==> config.mk <==
export PLATFORM = sky130hd
export DESIGN_NAME = cbfp_norm_pp
export DESIGN_NICKNAME = d
export VERILOG_FILES = /design/src/rtl/cbfp_norm_pp.sv
export SDC_FILE = /design/constraint.sdc
export NUM_CORES = 2
export LEC_CHECK = 0
export CAP_MARGIN = 20
export CORE_UTILIZATION = 40
export CTS_CLUSTER_DIAMETER = 150
export DETAILED_ROUTE_END_ITERATION = 8
export MAX_ROUTING_LAYER = met4
export SYNTH_ARGS = -nofsm -noshare
export SYNTH_HDL_FRONTEND = slang
export SYNTH_SLANG_ARGS = --single-unit
==> constraint.sdc <==
create_clock -name clk -period 17.4 [get_ports clk]
set_input_delay 3.48 -clock clk [delete_from_list [all_inputs] [get_ports clk]]
set_output_delay 3.48 -clock clk [all_outputs]
set_load 0.05 [all_outputs]
==> src/rtl/cbfp_norm_pp.sv <==
// Block-floating-point normaliser: ping-pong block buffer, block exponent search, shifted replay.
// Optional CBFP_ROUND_EN: round-half-up with positive saturation, one extra output stage.
module cbfp_norm_pp #(
  parameter int LANES     = 16,
  parameter int DIN_W     = 23,
  parameter int DOUT_W    = 11,
  parameter int BLK_BEATS = 4,
  parameter int EXP_W     = 5
) (
  input  logic                           clk,
  input  logic                           rst,
  input  logic                           valid_in,
  input  logic [LANES-1:0][DIN_W-1:0]    din,
  output logic                           valid_out,
  output logic                           sof_out,
  output logic [LANES-1:0][DOUT_W-1:0]   dout,
  output logic [EXP_W-1:0]               exp_out
);

  localparam int CNT_W = (BLK_BEATS > 1) ? $clog2(BLK_BEATS) : 1;
  localparam logic [CNT_W-1:0] LAST_BEAT = CNT_W'(BLK_BEATS - 1);

  // Redundant sign bits: leading bits equal to the MSB, not counting the MSB itself.
  function automatic logic [EXP_W-1:0] rsb(input logic [DIN_W-1:0] x);
    logic [EXP_W-1:0] n;
    logic             run;
    n   = '0;
    run = 1'b1;
    for (int unsigned i = DIN_W - 1; i > 0; i--) begin
      if (run && (x[i-1] == x[DIN_W-1])) n = n + 1'b1;
      else                               run = 1'b0;
    end
    return n;
  endfunction

  function automatic logic [DOUT_W-1:0] shl_top(input logic [DIN_W-1:0] x,
                                                input logic [EXP_W-1:0] e);
    logic [DIN_W-1:0] s;
    s = x << e;
    return s[DIN_W-1 -: DOUT_W];
  endfunction

  logic [LANES-1:0][DIN_W-1:0] mem_q [2][BLK_BEATS];

  logic [CNT_W-1:0] wr_cnt_q, wr_cnt_d, rd_cnt_q, rd_cnt_d;
  logic             wr_bank_q, wr_bank_d, rd_bank_q, rd_bank_d;
  logic             draining_q, draining_d;
  logic [EXP_W-1:0] acc_q, acc_d, blk_exp_q, blk_exp_d;
  logic [EXP_W-1:0] beat_min, blk_min;
  logic             arm;

  logic                          valid_out_q, valid_out_d, sof_out_q, sof_out_d;
  logic [LANES-1:0][DOUT_W-1:0]  dout_q, dout_d;
  logic [EXP_W-1:0]              exp_out_q, exp_out_d;

  logic                          out_valid, out_sof;
  logic [EXP_W-1:0]              out_exp;
  logic [LANES-1:0][DOUT_W-1:0]  out_dout;
  logic [LANES-1:0][DIN_W-1:0]   rd_beat;

  always_ff @(posedge clk) begin
    if (valid_in) mem_q[wr_bank_q][wr_cnt_q] <= din;
  end

  assign rd_beat = mem_q[rd_bank_q][rd_cnt_q];

  always_comb begin
    beat_min = EXP_W'(DIN_W - 1);
    for (int unsigned l = 0; l < LANES; l++) begin
      if (rsb(din[l]) < beat_min) beat_min = rsb(din[l]);
    end
  end

  always_comb begin
    wr_cnt_d  = wr_cnt_q;
    wr_bank_d = wr_bank_q;
    acc_d     = acc_q;
    blk_exp_d = blk_exp_q;
    arm       = 1'b0;
    blk_min   = (wr_cnt_q == '0) ? beat_min : ((beat_min < acc_q) ? beat_min : acc_q);
    if (valid_in) begin
      acc_d = blk_min;
      if (wr_cnt_q == LAST_BEAT) begin
        arm       = 1'b1;
        wr_cnt_d  = '0;
        wr_bank_d = ~wr_bank_q;
        blk_exp_d = blk_min;
      end else begin
        wr_cnt_d = wr_cnt_q + 1'b1;
      end
    end
  end

  // Arming wins over drain completion: a back-to-back block re-arms on the old block's last beat.
  always_comb begin
    rd_cnt_d   = rd_cnt_q;
    rd_bank_d  = rd_bank_q;
    draining_d = draining_q;
    if (draining_q) begin
      rd_cnt_d = rd_cnt_q + 1'b1;
      if (rd_cnt_q == LAST_BEAT) draining_d = 1'b0;
    end
    if (arm) begin
      draining_d = 1'b1;
      rd_cnt_d   = '0;
      rd_bank_d  = wr_bank_q;
    end
  end

`ifdef CBFP_ROUND_EN
  localparam logic [DOUT_W-1:0] MAX_POS = {1'b0, {(DOUT_W-1){1'b1}}};

  function automatic logic shl_rbit(input logic [DIN_W-1:0] x, input logic [EXP_W-1:0] e);
    logic [DIN_W-1:0] s;
    s = x << e;
    return s[DIN_W-DOUT_W-1];
  endfunction

  logic                          p_valid_q, p_valid_d, p_sof_q, p_sof_d;
  logic [EXP_W-1:0]              p_exp_q, p_exp_d;
  logic [LANES-1:0][DOUT_W-1:0]  p_top_q, p_top_d;
  logic [LANES-1:0]              p_rbit_q, p_rbit_d;

  always_comb begin
    p_valid_d = draining_q;
    p_sof_d   = draining_q && (rd_cnt_q == '0);
    p_exp_d   = p_exp_q;
    p_top_d   = p_top_q;
    p_rbit_d  = p_rbit_q;
    if (draining_q) begin
      p_exp_d = blk_exp_q;
      for (int unsigned l = 0; l < LANES; l++) begin
        p_top_d[l]  = shl_top(rd_beat[l], blk_exp_q);
        p_rbit_d[l] = shl_rbit(rd_beat[l], blk_exp_q);
      end
    end
  end

  always_ff @(posedge clk or posedge rst) begin
    if (rst) begin
      p_valid_q <= 1'b0;
      p_sof_q   <= 1'b0;
      p_exp_q   <= '0;
      p_top_q   <= '0;
      p_rbit_q  <= '0;
    end else begin
      p_valid_q <= p_valid_d;
      p_sof_q   <= p_sof_d;
      p_exp_q   <= p_exp_d;
      p_top_q   <= p_top_d;
      p_rbit_q  <= p_rbit_d;
    end
  end

  always_comb begin
    out_valid = p_valid_q;
    out_sof   = p_sof_q;
    out_exp   = p_exp_q;
    for (int unsigned l = 0; l < LANES; l++) begin
      if (p_rbit_q[l] && (p_top_q[l] == MAX_POS)) out_dout[l] = MAX_POS;
      else out_dout[l] = p_top_q[l] + DOUT_W'(p_rbit_q[l]);
    end
  end
`else
  always_comb begin
    out_valid = draining_q;
    out_sof   = draining_q && (rd_cnt_q == '0);
    out_exp   = blk_exp_q;
    for (int unsigned l = 0; l < LANES; l++) begin
      out_dout[l] = shl_top(rd_beat[l], blk_exp_q);
    end
  end
`endif

  always_comb begin
    valid_out_d = out_valid;
    sof_out_d   = out_valid && out_sof;
    exp_out_d   = out_valid ? out_exp : exp_out_q;
    dout_d      = out_valid ? out_dout : dout_q;
  end

  always_ff @(posedge clk or posedge rst) begin
    if (rst) begin
      wr_cnt_q    <= '0;
      wr_bank_q   <= 1'b0;
      acc_q       <= '0;
      blk_exp_q   <= '0;
      rd_cnt_q    <= '0;
      rd_bank_q   <= 1'b0;
      draining_q  <= 1'b0;
      valid_out_q <= 1'b0;
      sof_out_q   <= 1'b0;
      dout_q      <= '0;
      exp_out_q   <= '0;
    end else begin
      wr_cnt_q    <= wr_cnt_d;
      wr_bank_q   <= wr_bank_d;
      acc_q       <= acc_d;
      blk_exp_q   <= blk_exp_d;
      rd_cnt_q    <= rd_cnt_d;
      rd_bank_q   <= rd_bank_d;
      draining_q  <= draining_d;
      valid_out_q <= valid_out_d;
      sof_out_q   <= sof_out_d;
      dout_q      <= dout_d;
      exp_out_q   <= exp_out_d;
    end
  end

  assign valid_out = valid_out_q;
  assign sof_out   = sof_out_q;
  assign dout      = dout_q;
  assign exp_out   = exp_out_q;

endmodule

==> impl_metrics.tcl <==
set metrics [dict create \
    criticalPathCategory "primary input to flip-flop" \
    timing.final.max_slew_violations 0 \
    clk_pin_slew_ns 0.06 \
    synthFlopType "edfxtp_1" \
    max-clock-path-buffers 4 \
    synth.distinct_cells 140 \
    switchingPower_mw 14.9 \
    power_frac_seq_pct 27.6 \
    fin_skew_ns 0.0765 \
    crit_path_top_delay_cell "a2111oi_4" \
    max_stage_delay_ns 0.40 \
    grt_max_degree 164 \
    cts.sinks 3144 \
    relSlewSlack_pct 10.6 \
    critPathCaptureType "flip-flop" \
    peakVddDrop_mv 0.592 \
    synthCells 12800 \
    die_h_um 642 \
    p_comb_share_pct 53.0 \
    postRouteAntennaNets 0 \
    fmax_mhz 33.1 \
    maxCapViolCount 0 \
    grt.overflow.total 0 \
    dieArea_mm2 0.412 \
    period_minus_slack_ns 30.18 \
    yosys_warnings 0 \
    pin_count 554 \
    clockRootBuffer "clkbuf_16" \
    critical_path_arrival_ns 30.98 \
    critPathLaunchType "primary input" \
    hold_viol_final 0 \
    crit_buf_inv 57 \
    gp_congestion 0.914 \
    synth_edf_count 2944 \
    finalPower_mw 36.6 \
    violations "setup timing" \
    placed_cells 20300 \
    core-area_mm2 0.407 \
    drc 0 \
    initial_core_util_pct 40.3 \
    ys_ff_latch 3144 \
    worstSkewPairLatency_ns 0.99 \
    final_util_pct 50.1 \
    p_leak_nw 75.5 \
    powerDensity_mw_per_mm2 180 \
    pwr-share-clk_pct 19.4 \
    setup_slack_ns -12.78 \
    finalNetCount 16000 \
    vias 118000 \
    dr.first_iter.drc_count 11800 \
    grt_pass1_vias 113000 \
    layoutNonFillerInstCount 21100 \
    cts_hold_buf 0 \
    area_growth_pct 24.4 \
    cts_tree "done" \
    ctsHtreeMaxLevel 5 \
    dpl.hpwl_um 370000 \
    grt_antenna_before_repair 116 \
    rsz0062_at_grt "true" \
    grt_usage_pct 26.3 \
    crit_top_cell "buf_4" \
    firstDrtPassIters 8 \
    setup_viol 10 \
    crit_required_ns 18.21 \
    swShare_pct 40.7 \
    syn_area_mm2 0.164 \
    multi_input_area_mm2 0.0683 \
    syn_area_per_cell_um2 12.8 \
    viasPerCell 5.59 \
    rows 234 \
    drive_gt1_share_pct 26.4 \
    grt_pass1_wl_um 777000 \
    fillers 35100 \
    die_w_um 642 \
    numPortBuffers 553 \
    critPathMaxFanout 6 \
    final_cell_mix "2944 x edfxtp_1, 2198 x buf_4, 1795 x nand2_1, 1203 x nor2_1, 775 x mux4_2" \
    path_delay_family "compound AO/OA/AOI/OAI gates" \
    whs_ns 0.477 \
    outcome "finished, violations left" \
    final_common_cell "edfxtp_1" \
    ys_async_sr_fraction_pct 6.36 \
    hold_class "flip-flop to flip-flop" \
    setup_tns_ns -127.23 \
    seq_area_frac_synth_pct 57.1 \
    period_share_pct 173 \
    cts_buffers 336 \
    internal-power_mw 21.7 \
    seq_area_mm2 0.0934 \
    worstMarginPinSlew_ns 1.34 \
    synth_fp_nets 13500 \
    wl_per_cell_um 25.6 \
    routed_wl_um 539000 \
]
==> power groups by stage <==
stage	sequential, mW	combinational (mW)	clock (mW)
floorplan	10.9	10.7	0
global placement	10.2	17.8	0
detailed placement	10.2	17.9	0
CTS	10.1	18.7	7.19
global route	10.1	20.6	7.47
finish	10.1	19.4	7.10
==> worst paths after layout <==
path / start / to / slack [ns] / cells past startpoint
worst max-delay path: din[43] / blk_exp_q[1] / -12.78 / 170
worst min-delay path: dout[174] / dout[174] / 0.48 / 1
worst max register to register: rd_cnt_q[0] / dout[95] / 10.53 / 13
worst min register to register: dout[174] / dout[174] / 0.48 / 1
max in group asynchronous: rst / dout[1] / 11.93 / 4
min in group asynchronous: rst / dout[126] / 3.10 / 2
==> synth_stat cells, drive strengths merged (91+ instances only) <==
library cell / instances / area (um2)
mux2: 223 / 2530
or3: 96 / 601
xor2: 208 / 1830
nand3: 210 / 1060
o21a: 91 / 686
xnor2: 489 / 4310
nor2: 1222 / 4600
and2: 105 / 663
inv: 245 / 920
clkbuf: 405 / 1520
a31oi: 119 / 766
a21oi: 515 / 2600
buf: 225 / 910
nand2b: 119 / 744
mux4: 775 / 17500
o21ai: 643 / 3240
ha: 335 / 4190
nor3: 155 / 781
mux2i: 447 / 4480
nand2: 1820 / 6840
dfrtp: 200 / 5000
edfxtp: 2944 / 88400
==> worst register-to-register path: stages (launching register included) <==
cell and delay (ns):
dfrtp_4 1.02, buf_4 0.81, buf_4 0.81, buf_4 0.85, buf_4 0.65, mux4_2 0.45
mux2i_1 0.28, nand2_1 0.08, o21ai_0 0.18, nor2_1 0.08, a211oi_1 0.23, a21oi_1 0.12
a22oi_1 0.99, a21oi_1 0.17
==> kinds of logic (layout without fill, tap and decap cells) <==
| group | Yosys count | count (layout) | synth area share [%] |
|---|---|---|---|
| simple gates | 4134 | 4134 | 11.1 |
| fa+ha+maj | 377 | 377 | 2.82 |
| buf+inv | 876 | 3668 | 2.05 |
| xor+xnor | 709 | 709 | 3.92 |
| other cells | 0 | 89 | 0 |
| mux | 1445 | 1445 | 14.9 |
| flops | 3144 | 3144 | 57.1 |
| compound gates | 2092 | 2092 | 8.14 |
==> layout make-up <==
class                           count  share of cell area, %
Timing Repair Buffer             2808                   11.3
Antenna cell                       89                  0.109
Sequential cell                  3144                   45.9
Inverter                          246                  0.479
Clock inverter                    211                   1.00
Multi-Input combinational cell   8757                   33.6
Clock buffer                      403                   4.32
Tap cell                         5428                   3.34
==> flip-flops by register name, summed over array words and instances, names as in the netlist <==
name and count:
dout 176, sof_out 1, draining_q 1, mem_q 2944, valid_out 1, wr_bank_q 1
exp_out 5, acc_q 5, rd_cnt_q 2, wr_cnt_q 2, rd_bank_q 1, blk_exp_q 5
==> what timing repair did <==
| action | in CTS | in global routing |
|---|---|---|
| setup endpoints to repair | 10 | 10 |
| buffers inserted | 98 | 29 |
| resized for setup | 88 | 94 |
| endpoints found under the hold margin | 0 | 0 |
| pin swaps | 51 | 60 |
==> stage by stage <==
step | cell area (um2) | setup slack, ns
2_1_floorplan | 164000 | -13.93
3_3_place_gp | 191000 | -14.75
3_5_place_dp | 191000 | -15.06
4_1_cts | 203000 | -12.58
5_1_grt | 204000 | -13.90
6_report | 204000 | -12.78
==> per-layer routing <==
layer | GRT usage (%) | vias to the layer above | routed length, um
li1 | - | 53500 | -
met1 | 35.4 | 59000 | 228000
met2 | 41.2 | 4460 | 251000
met3 | 4.51 | 837 | 44300
met4 | 7.47 | 0 | 16300
met5 | - | - | 0
Note: power is estimated with default switching activity, not from simulation.
